[src/rtl/hbm_pkg.sv]
// Shared types and default sizing for the HBM scrub scheduler slice.
package hbm_pkg;

  localparam int NUM_CH_DEF = 8;
  localparam int CH_W_DEF   = 4;
  localparam int ADDR_W_DEF = 16;
  localparam int SPARE_CH   = NUM_CH_DEF;

  typedef enum logic [1:0] {
    ST_IDLE  = 2'd0,
    ST_SCRUB = 2'd1,
    ST_SWAP  = 2'd2
  } sched_state_e;

  typedef struct packed {
    logic [CH_W_DEF-1:0]   ch;
    logic [ADDR_W_DEF-1:0] addr;
  } scrub_req_t;

endpackage

[src/rtl/hbm_err_tracker.sv]
// Per-channel saturating ECC error counters with threshold detection.
module hbm_err_tracker #(
  parameter int NUM_CH     = 8,
  parameter int CH_W       = 4,
  parameter int CNT_W      = 8,
  parameter int ERR_THRESH = 4
) (
  input  logic            clk_2gt,
  input  logic            rst,
  input  logic            i_err,
  input  logic [CH_W-1:0] i_err_ch,
  input  logic            i_spare_used,
  input  logic            i_clear,
  input  logic [CH_W-1:0] i_clear_ch,
  output logic            o_hit,
  output logic [CH_W-1:0] o_hit_ch,
  output logic            o_fatal
);

  localparam logic [CNT_W-1:0] CNT_MAX = {CNT_W{1'b1}};
  localparam logic [CNT_W-1:0] THRESH  = CNT_W'(ERR_THRESH);
  localparam logic [CH_W-1:0]  CH_LIM  = CH_W'(NUM_CH);

  logic [CNT_W-1:0] r_cnt [NUM_CH];
  logic [CNT_W-1:0] w_cur;
  logic [CNT_W-1:0] w_nxt;
  logic             w_inc;

  always_comb begin
    w_cur = {CNT_W{1'b0}};
    for (int c = 0; c < NUM_CH; c++) begin
      if (i_err_ch == CH_W'(c)) w_cur = r_cnt[c];
    end
  end

  // Hit fires only on the increment that lands exactly on the threshold.
  assign w_nxt    = w_cur + CNT_W'(1);
  assign w_inc    = i_err && (i_err_ch < CH_LIM) && (w_cur != CNT_MAX);
  assign o_hit    = w_inc && (w_nxt == THRESH);
  assign o_hit_ch = i_err_ch;
  assign o_fatal  = o_hit && i_spare_used;

  always_ff @(posedge clk_2gt or posedge rst) begin
    if (rst) begin
      for (int c = 0; c < NUM_CH; c++) r_cnt[c] <= {CNT_W{1'b0}};
    end else begin
      for (int c = 0; c < NUM_CH; c++) begin
        if (i_clear && (i_clear_ch == CH_W'(c))) r_cnt[c] <= {CNT_W{1'b0}};
        else if (w_inc && (i_err_ch == CH_W'(c))) r_cnt[c] <= w_nxt;
        else r_cnt[c] <= r_cnt[c];
      end
    end
  end

endmodule

[src/rtl/hbm_scrub_sched.sv]
// HBM scrub scheduler: patrol/demand scrub interleaving and one-time hot-spare swap.
module hbm_scrub_sched
  import hbm_pkg::*;
#(
  parameter int NUM_CH         = NUM_CH_DEF,
  parameter int CH_W           = CH_W_DEF,
  parameter int ADDR_W         = ADDR_W_DEF,
  parameter int SCRUB_INTERVAL = 1024,
  parameter int ERR_THRESH     = 4,
  parameter int CNT_W          = 8
) (
  input  logic              clk_2gt,
  input  logic              rst,
  input  logic              ecc_error,
  input  logic [CH_W-1:0]   ecc_ch,
  input  logic [ADDR_W-1:0] ecc_addr,
  output logic              scrub_req,
  output logic [CH_W-1:0]   scrub_ch,
  output logic [ADDR_W-1:0] scrub_addr,
  input  logic              scrub_ack,
  output logic              swap_req,
  output logic [CH_W-1:0]   swap_ch,
  input  logic              swap_done,
  output logic              veto,
  output logic              spare_used,
  output logic [CH_W-1:0]   spare_map,
  output logic              pass_done,
  output logic              demand_drop,
  output logic              err_fatal
);

  localparam int                IW         = $clog2(SCRUB_INTERVAL);
  localparam logic [IW-1:0]     INT_RELOAD = IW'(SCRUB_INTERVAL - 1);
  localparam logic [CH_W-1:0]   SPARE_IDX  = CH_W'(NUM_CH);
  localparam logic [CH_W-1:0]   LAST_CH    = CH_W'(NUM_CH - 1);
  localparam logic [ADDR_W-1:0] ADDR_MAX   = {ADDR_W{1'b1}};

  sched_state_e      r_state, w_state_nxt;
  logic [IW-1:0]     r_int_cnt;
  logic              r_patrol_pending;
  logic              r_dem_valid;
  logic [CH_W-1:0]   r_dem_ch;
  logic [ADDR_W-1:0] r_dem_addr;
  logic [CH_W-1:0]   r_patrol_ch;
  logic [ADDR_W-1:0] r_patrol_addr;
  logic              r_scrub_req, r_scrub_dem;
  logic [CH_W-1:0]   r_scrub_ch;
  logic [ADDR_W-1:0] r_scrub_addr;
  logic              r_swap_req, r_veto, r_swap_pending, r_spare_used;
  logic [CH_W-1:0]   r_swap_ch, r_spare_map;
  logic              r_pass_done, r_demand_drop, r_err_fatal;

  logic              w_scrub_req_nxt, w_scrub_dem_nxt, w_swap_req_nxt, w_veto_nxt;
  logic [CH_W-1:0]   w_scrub_ch_nxt;
  logic [ADDR_W-1:0] w_scrub_addr_nxt;
  logic              w_ack_dem, w_ack_pat, w_swap_fin, w_tick, w_dem_free;
  logic              w_hit, w_fatal;
  logic [CH_W-1:0]   w_hit_ch;

  function automatic logic [CH_W-1:0] map_ch(input logic [CH_W-1:0] ch, input logic used,
                                              input logic [CH_W-1:0] map);
    return (used && (ch == map)) ? SPARE_IDX : ch;
  endfunction

  hbm_err_tracker #(
    .NUM_CH(NUM_CH), .CH_W(CH_W), .CNT_W(CNT_W), .ERR_THRESH(ERR_THRESH)
  ) u_err_tracker (
    .clk_2gt     (clk_2gt),
    .rst         (rst),
    .i_err       (ecc_error),
    .i_err_ch    (ecc_ch),
    .i_spare_used(r_spare_used),
    .i_clear     (w_swap_fin),
    .i_clear_ch  (r_swap_ch),
    .o_hit       (w_hit),
    .o_hit_ch    (w_hit_ch),
    .o_fatal     (w_fatal)
  );

  assign w_tick     = (r_int_cnt == {IW{1'b0}});
  assign w_dem_free = !r_dem_valid || w_ack_dem;

  always_comb begin
    w_state_nxt      = r_state;
    w_scrub_req_nxt  = r_scrub_req;
    w_scrub_ch_nxt   = r_scrub_ch;
    w_scrub_addr_nxt = r_scrub_addr;
    w_scrub_dem_nxt  = r_scrub_dem;
    w_swap_req_nxt   = r_swap_req;
    w_veto_nxt       = r_veto;
    w_ack_dem        = 1'b0;
    w_ack_pat        = 1'b0;
    w_swap_fin       = 1'b0;
    case (r_state)
      ST_IDLE: begin
        if (r_swap_pending) begin
          w_state_nxt    = ST_SWAP;
          w_swap_req_nxt = 1'b1;
          w_veto_nxt     = 1'b1;
        end else if (r_dem_valid) begin
          w_state_nxt      = ST_SCRUB;
          w_scrub_req_nxt  = 1'b1;
          w_scrub_ch_nxt   = map_ch(r_dem_ch, r_spare_used, r_spare_map);
          w_scrub_addr_nxt = r_dem_addr;
          w_scrub_dem_nxt  = 1'b1;
        end else if (r_patrol_pending) begin
          w_state_nxt      = ST_SCRUB;
          w_scrub_req_nxt  = 1'b1;
          w_scrub_ch_nxt   = map_ch(r_patrol_ch, r_spare_used, r_spare_map);
          w_scrub_addr_nxt = r_patrol_addr;
          w_scrub_dem_nxt  = 1'b0;
        end else begin
          w_state_nxt = ST_IDLE;
        end
      end
      ST_SCRUB: begin
        if (scrub_ack) begin
          w_state_nxt     = ST_IDLE;
          w_scrub_req_nxt = 1'b0;
          w_ack_dem       = r_scrub_dem;
          w_ack_pat       = !r_scrub_dem;
        end else begin
          w_state_nxt = ST_SCRUB;
        end
      end
      ST_SWAP: begin
        if (swap_done) begin
          w_state_nxt    = ST_IDLE;
          w_swap_req_nxt = 1'b0;
          w_veto_nxt     = 1'b0;
          w_swap_fin     = 1'b1;
        end else begin
          w_state_nxt = ST_SWAP;
        end
      end
      default: begin
        w_state_nxt     = ST_IDLE;
        w_scrub_req_nxt = 1'b0;
        w_swap_req_nxt  = 1'b0;
        w_veto_nxt      = 1'b0;
      end
    endcase
  end

  always_ff @(posedge clk_2gt or posedge rst) begin
    if (rst) r_state <= ST_IDLE;
    else     r_state <= w_state_nxt;
  end

  always_ff @(posedge clk_2gt or posedge rst) begin
    if (rst) begin
      r_scrub_req  <= 1'b0;
      r_scrub_ch   <= {CH_W{1'b0}};
      r_scrub_addr <= {ADDR_W{1'b0}};
      r_scrub_dem  <= 1'b0;
      r_swap_req   <= 1'b0;
      r_veto       <= 1'b0;
    end else begin
      r_scrub_req  <= w_scrub_req_nxt;
      r_scrub_ch   <= w_scrub_ch_nxt;
      r_scrub_addr <= w_scrub_addr_nxt;
      r_scrub_dem  <= w_scrub_dem_nxt;
      r_swap_req   <= w_swap_req_nxt;
      r_veto       <= w_veto_nxt;
    end
  end

  // A new interval tick outranks the ack of the previous patrol.
  always_ff @(posedge clk_2gt or posedge rst) begin
    if (rst) begin
      r_int_cnt        <= INT_RELOAD;
      r_patrol_pending <= 1'b0;
    end else begin
      r_int_cnt <= w_tick ? INT_RELOAD : (r_int_cnt - IW'(1));
      if (w_tick)         r_patrol_pending <= 1'b1;
      else if (w_ack_pat) r_patrol_pending <= 1'b0;
      else                r_patrol_pending <= r_patrol_pending;
    end
  end

  always_ff @(posedge clk_2gt or posedge rst) begin
    if (rst) begin
      r_dem_valid   <= 1'b0;
      r_dem_ch      <= {CH_W{1'b0}};
      r_dem_addr    <= {ADDR_W{1'b0}};
      r_demand_drop <= 1'b0;
    end else begin
      r_demand_drop <= ecc_error && !w_dem_free;
      if (ecc_error && w_dem_free) begin
        r_dem_valid <= 1'b1;
        r_dem_ch    <= ecc_ch;
        r_dem_addr  <= ecc_addr;
      end else if (w_ack_dem) begin
        r_dem_valid <= 1'b0;
      end else begin
        r_dem_valid <= r_dem_valid;
      end
    end
  end

  always_ff @(posedge clk_2gt or posedge rst) begin
    if (rst) begin
      r_patrol_ch   <= {CH_W{1'b0}};
      r_patrol_addr <= {ADDR_W{1'b0}};
      r_pass_done   <= 1'b0;
    end else begin
      r_pass_done <= 1'b0;
      if (w_ack_pat) begin
        if (r_patrol_addr == ADDR_MAX) begin
          r_patrol_addr <= {ADDR_W{1'b0}};
          if (r_patrol_ch == LAST_CH) begin
            r_patrol_ch <= {CH_W{1'b0}};
            r_pass_done <= 1'b1;
          end else begin
            r_patrol_ch <= r_patrol_ch + CH_W'(1);
          end
        end else begin
          r_patrol_addr <= r_patrol_addr + ADDR_W'(1);
        end
      end
    end
  end

  always_ff @(posedge clk_2gt or posedge rst) begin
    if (rst) begin
      r_swap_pending <= 1'b0;
      r_swap_ch      <= {CH_W{1'b0}};
      r_spare_used   <= 1'b0;
      r_spare_map    <= {CH_W{1'b0}};
      r_err_fatal    <= 1'b0;
    end else begin
      if (w_swap_fin) begin
        r_swap_pending <= 1'b0;
        r_spare_used   <= 1'b1;
        r_spare_map    <= r_swap_ch;
      end else if (w_hit && !r_spare_used && !r_swap_pending) begin
        r_swap_pending <= 1'b1;
        r_swap_ch      <= w_hit_ch;
      end
      if (w_fatal) r_err_fatal <= 1'b1;
    end
  end

  assign scrub_req   = r_scrub_req;
  assign scrub_ch    = r_scrub_ch;
  assign scrub_addr  = r_scrub_addr;
  assign swap_req    = r_swap_req;
  assign swap_ch     = r_swap_ch;
  assign veto        = r_veto;
  assign spare_used  = r_spare_used;
  assign spare_map   = r_spare_map;
  assign pass_done   = r_pass_done;
  assign demand_drop = r_demand_drop;
  assign err_fatal   = r_err_fatal;

endmodule

[config.mk]
export PLATFORM = sky130hd
export DESIGN_NAME = hbm_scrub_sched
export DESIGN_NICKNAME = d
export VERILOG_FILES = /design/src/rtl/hbm_pkg.sv /design/src/rtl/hbm_err_tracker.sv /design/src/rtl/hbm_scrub_sched.sv
export SDC_FILE = /design/constraint.sdc
export NUM_CORES = 1
export LEC_CHECK = 0
export CAP_MARGIN = 20
export CELL_PAD_IN_SITES_DETAIL_PLACEMENT = 1
export CELL_PAD_IN_SITES_GLOBAL_PLACEMENT = 1
export CORE_ASPECT_RATIO = 1.1
export CORE_UTILIZATION = 45
export CTS_CLUSTER_DIAMETER = 100
export DETAILED_ROUTE_END_ITERATION = 10
export DONT_BUFFER_PORTS = 1
export GPL_TIMING_DRIVEN = 0
export PLACE_DENSITY = 0.81
export SLEW_MARGIN = 5
export SYNTH_ARGS = -nofsm -noshare
export SYNTH_HDL_FRONTEND = slang
export SYNTH_SLANG_ARGS = --single-unit
[constraint.sdc]
create_clock -name clk_2gt -period 8.45 [get_ports clk_2gt]
set_input_delay 0.845 -clock clk_2gt [delete_from_list [all_inputs] [get_ports clk_2gt]]
set_output_delay 0.845 -clock clk_2gt [all_outputs]
set_load 0.1 [all_outputs]
* Word-level counts from Yosys, hierarchy flattened
Index checks and enable logic that the tools add are counted.
Word-level totals: register bits 154, bits in latches 0, memory bits (writable) 0, memory bits (read-only) 0, input bits 25, output and inout port bits 35, logic and storage cells 181, memories kept 0
Operators by class: add/sub/neg operators 4, $mul 0, div/mod/pow operators 0, order comparisons 1, eq/ne operators 27, shift operators 0, muxes and demuxes 64, bitwise operators 4, reductions and logical operators 53
Operators by type and width (number):
- two-way mux 8 bit | 24
- two-way mux 16 bit | 3
- equality test 4 x 3 -> 1 bit (second input constant) | 9
- logical AND 1 bit | 26
- two-way mux 1 bit | 26
- nonzero test 2 bit | 12
- two-way mux 4 bit | 5
- adder 16 x 1 -> 16 bit (second input constant) | 1
- equality test 16 bit (second input constant) | 1
- equality test 4 x 2 -> 1 bit (second input constant) | 4
- logical NOT 10 bit | 1
- two-way mux 10 bit | 1
- subtractor 10 x 1 -> 10 bit (second input constant) | 1
- adder 8 x 1 -> 8 bit (second input constant) | 1
- equality test 4 x 1 -> 1 bit (second input constant) | 2
- equality test 4 bit | 2
- equality test 8 x 3 -> 1 bit (second input constant) | 1
- logical NOT 4 bit | 2
- inequality test 2 bit (second input constant) | 4
- inequality test 8 bit (second input constant) | 1
- case mux 1 bit (3 select lines) | 2
- case mux 2 bit (3 select lines) | 1
- AND reduction 3 bit | 2
- logical NOT 1 bit | 5
- 11 further kinds | 16

* Longest topological paths before layout
depth in word-level cells 16, depth in mapped cells 17

* Modules after synthesis
A second synthesis with hierarchy kept.
Unflattened totals: cell total of the unflattened synthesis 696, area, all modules 7703.6 um2
Modules (own cells, without submodules):
- hbm_scrub_sched | instances 1, cells an instance 356, area an instance 3932.5 um2
- hbm_err_tracker | instances 1, cells an instance 340, area an instance 3771.1 um2

* Least setup slack after synthesis
No wires, ideal clock.
path kind in2reg, start in ecc_ch[2], end reg r_swap_ch[0], in the netlist swap_ch[0], setup time 126 ps, arrival time 3593 ps, required time 8324 ps, setup slack 4731 ps, stages on the path 16, path buffers 2, cell sequence buf_4 or2_1 a21oi_1 a22oi_1 o22a_1 buf_2 inv_1 ha_1 o21ai_0 a21oi_1 nand2_1 nor3_4 xnor2_2 nor4_2 nor4b_4 mux2_2
On the way: longest elaborated chain between the ends 15, elaborated cells between the ends (all ways) 26
Ends and longest elaborated chain:
- from (decl) | RTL line hbm_scrub_sched.sv:15 | input logic [CH_W-1:0] ecc_ch,
- logical NOT 4 bit | RTL line hbm_err_tracker.sv:32 | if (i_err_ch == CH_W'(c)) w_cur = r_cnt[c];
- two-way mux 8 bit (8 in a row) | RTL line hbm_err_tracker.sv:32
- adder 8 x 1 -> 8 bit or inequality test 8 bit (tied branches) | RTL line hbm_err_tracker.sv:37, hbm_err_tracker.sv:38
- equality test 8 x 3 -> 1 bit or logical AND 1 bit (tied branches) | RTL line hbm_err_tracker.sv:39, hbm_err_tracker.sv:38
- logical AND 1 bit * | RTL line hbm_err_tracker.sv:39 | assign o_hit = w_inc && (w_nxt == THRESH);
- logical AND 1 bit * (2 in a row) | RTL line hbm_scrub_sched.sv:236 | end else if (w_hit && !r_spare_used && !r_swap_pending) begin
- AND reduction 2 bit (no source line) *
- to (signal assigned) | RTL line hbm_scrub_sched.sv:227 | r_swap_ch <= {CH_W{1'b0}};
- to (signal assigned) | RTL line hbm_scrub_sched.sv:238 | r_swap_ch <= w_hit_ch;
- to (decl) | RTL line hbm_scrub_sched.sv:50 | logic [CH_W-1:0] r_swap_ch, r_spare_map;
Every way passes the cells marked *; elsewhere a longest branch is shown, timed or not. A chain may end at the register's enable or synchronous reset.

* Worst setup path after layout
start in ecc_ch[1], end reg r_swap_ch[0], in the netlist swap_ch[0]
The elaborated chain is that of the path after synthesis.

==> run summary <==
Slew margin rel.: 25.55%
Die X: 125.6 µm
Delay-heaviest family, CP: simple AND/OR/NAND/NOR gates
Die Span Y: 138.0 µm
Layout area overhead: 11.55%
Worst path arrival time: 4.43 ns
Vias per inst: 5.813
Largest net degree at the start of global routing: 118
Reg2Reg Depth: 12
Core area: 16370 µm²
Clock network power share: 28.0%
P per Cell Area: 318.2 nW/µm²
Inst Count DP: 909
Gpl congestion: 0.8630
Grt total ovfl: 0
Async S/R FF share, synth: 100.0%
Routed Antenna Nets: 0
Critical path class: input pin to flip-flop
Clk sink count: 154
Worst setup margin: 4.336 ns
DR pass1 iterations: 7
Status: finished with violations
Most common cell in the netlist: dfrtp_1
Hold-fix buffers, CTS: 0
Post-synthesis cell area: 7561 µm²
Hold_ws: 0.2293 ns
Psw: 1.145 mW
Worst Path Buf+Inv: 4
Biggest area consumer among synthesized cells: dfrtp_1
Clock Skew: 0.008788 ns
Synth top area share: 47.66%
Syn Area/Cell: 10.76 µm²
CP Capture Type: flip-flop
Antenna Cells: 0
Routed WL: 20.15 mm
RSZ-0062 raised after global routing: no
XOR/XNOR Fraction of Synth Area: 3.674%
Post-layout net count: 754
Post-DP Area: 7859 µm²
Post-synthesis mux area share: 15.59%
DP Wirelength: 14.33 mm
Crit start category: input pin
Crit path cell chain: buf_6 > buf_2 > o21ai_0 > a22oi_1 > o22a_1 > buf_2 > inv_1 > ha_1 > xnor2_1 > nand4_1 > nor4_2 > nor4b_4 > mux2_2
Final hold vios: 0
CTS Buffer Depth: 2
Combinational fraction of design power: 18.4%
Main combinational cell family by area after synthesis: multiplexers
Distinct cells, synth: 69
Register area share after synthesis: 51.13%
Post-CTS Setup Inserts: 0
Initial core utilization: 46.19%
Largest stage delay, worst path: 0.77 ns
Syn nets: 733
Reg power frac: 53.7%
Fmax: 243.1 MHz
Leak: 4.170 nW
Simple-gate share of the synthesized area: 15.46%
Synth top area cells: dfrtp_1, mux2i_1, nor2_1
Worst slew pin tran: 1.107 ns
Drc violations: 2
Vias: 5464
# rows: 49
I/O pins: 60
Violated checks: DRC
GR Util All Layers: 24.80%
Most used DFF post-synth: dfrtp_1
Area share of fa/ha/maj cells after synthesis: 0.8274%
Worst-Skew Late Latency: 0.43 ns
H-tree Lvls: 4
Peak supply drop: 282.8 µV
Worst min path class: input pin to asynchronous set/reset pin
CP max-delay cell: xnor2_1
Pre-CTS WS: 4.011 ns
Vias in the first global route: 6096
Compound-Gate Fraction of Synth Area: 9.995%
Die area: 17330 µm²
Clock Tree Root: clkbuf_16
Number of flops mapped to enable cells by yosys: 0
Post-Synthesis Cells: 703
Crit path max fanout: 10
Sw frac: 42.65%
Synth top cells by count: dfrtp_1, nor2_1, mux2i_1
Flops & latches, synth: 154
Total CTS buffers: 17
Max-Cap Viols: 0
Cell mode on critical path: buf_2
Cell internal pwr: 1.539 mW
Setup violations, final: 0
Gates resized, CTS repair: 0
Fin cells: 940
Port buffer count: 0
Initial antenna violation count: 0
WL/cell: 21.43 µm
CP Depth: 13
Final TNS setup: 0 ns
Critical Path RT: 8.77 ns
Final min period: 4.114 ns
CTS clock-pin slew for the worst setup and hold paths: 0.06 ns
Slew Viols, Final: 0
Fraction of layout cells with a size suffix above 1: 16.03%
TritonCTS clock tree: yes
Synth warnings: 0
Global-route wire length before repair: 32.46 mm
Final period util: 48.69%
Initial DRC count: 300
Final instance area: 8434 µm²
## metal layers
metal	track usage (%)	wire length [µm]	share of wire, %	vias to the layer above
met1	27.98	8061	40	2800
met3	6.674	1093	5.4	38
li1	-	-	-	2493
met2	44.78	10530	52	133
met5	0	0	0	-
met4	9.959	465	2.3	0
## logic make-up after synthesis
family                   after synthesis
multiplexers                         111
AND/OR/NAND/NOR                      237
XOR/XNOR                              30
AO/OA/AOI/OAI                        114
adder cells (fa/ha/maj)                5
flip-flops                           154
buffers and inverters                 52
## placed cells by master, fill, tap and decap left out, types with 7 or more instances in the layout
cell type	Yosys	layout
mux2_2	34	34
buf_4	7	8
xnor2_1	10	10
nand3_1	7	7
a21oi_1	37	37
xor2_1	18	18
a22oi_1	9	9
nand2b_1	10	10
clkbuf_1	14	14
o21ai_0	23	23
dfstp_2	10	10
a22o_1	11	11
nand2_1	27	27
inv_1	21	20
nor2_1	121	121
mux2i_1	75	75
nor2b_1	9	9
nor3_1	15	15
dfrtp_1	144	144
clkbuf_16	0	17
## layout make-up
| class | count | area [µm²] |
|---|---|---|
| fill | 1769 | 7935 |
| sequential | 154 | 3866 |
| multi-input combinational | 497 | 3443 |
| clock buffer | 18 | 439.2 |
| tap | 204 | 255.2 |
| buffer | 31 | 172.7 |
| clock inverter | 13 | 136.4 |
| inverter | 21 | 86.33 |
| timing repair buffer | 2 | 35.03 |
## state kept, by name, summed over array words and instances (netlist names), 10 cells and up
register and flops:
r_patrol_addr 16, scrub_addr 16, u_err_tracker.r_cnt 64, r_int_cnt 10, r_dem_addr 16
## path summary, 6_finish.rpt
kind | start | end | slack (ns)
max | ecc_ch[1] | swap_ch[0] | 4.34
min | rst | u_err_tracker.r_cnt[18] | 0.23
max reg2reg | u_err_tracker.r_cnt[56] | swap_ch[0] | 4.67
min reg2reg | r_int_cnt[0] | r_int_cnt[0] | 0.46
max in group asynchronous | rst | scrub_addr[2] | 7.38
min in group clk_2gt | r_int_cnt[0] | r_int_cnt[0] | 0.46
## power groups by stage
| stage | logic, mW | registers, mW | clock network, mW |
|---|---|---|---|
| floorplan | 0.380 | 1.41 | 0 |
| global placement | 0.456 | 1.44 | 0 |
| detailed placement | 0.494 | 1.45 | 0 |
| CTS | 0.500 | 1.44 | 0.762 |
| global route | 0.551 | 1.46 | 0.788 |
| finish | 0.493 | 1.44 | 0.751 |
## stage by stage
stage	power, mW	util (%)
after global routing	2.803	51.52
after CTS	2.704	51.52
final	2.684	51.52
after global placement	1.896	47.75
after detailed placement	1.947	48.01
after floorplan	1.787	-
No activity file was read; power rests on OpenSTA's default activity.
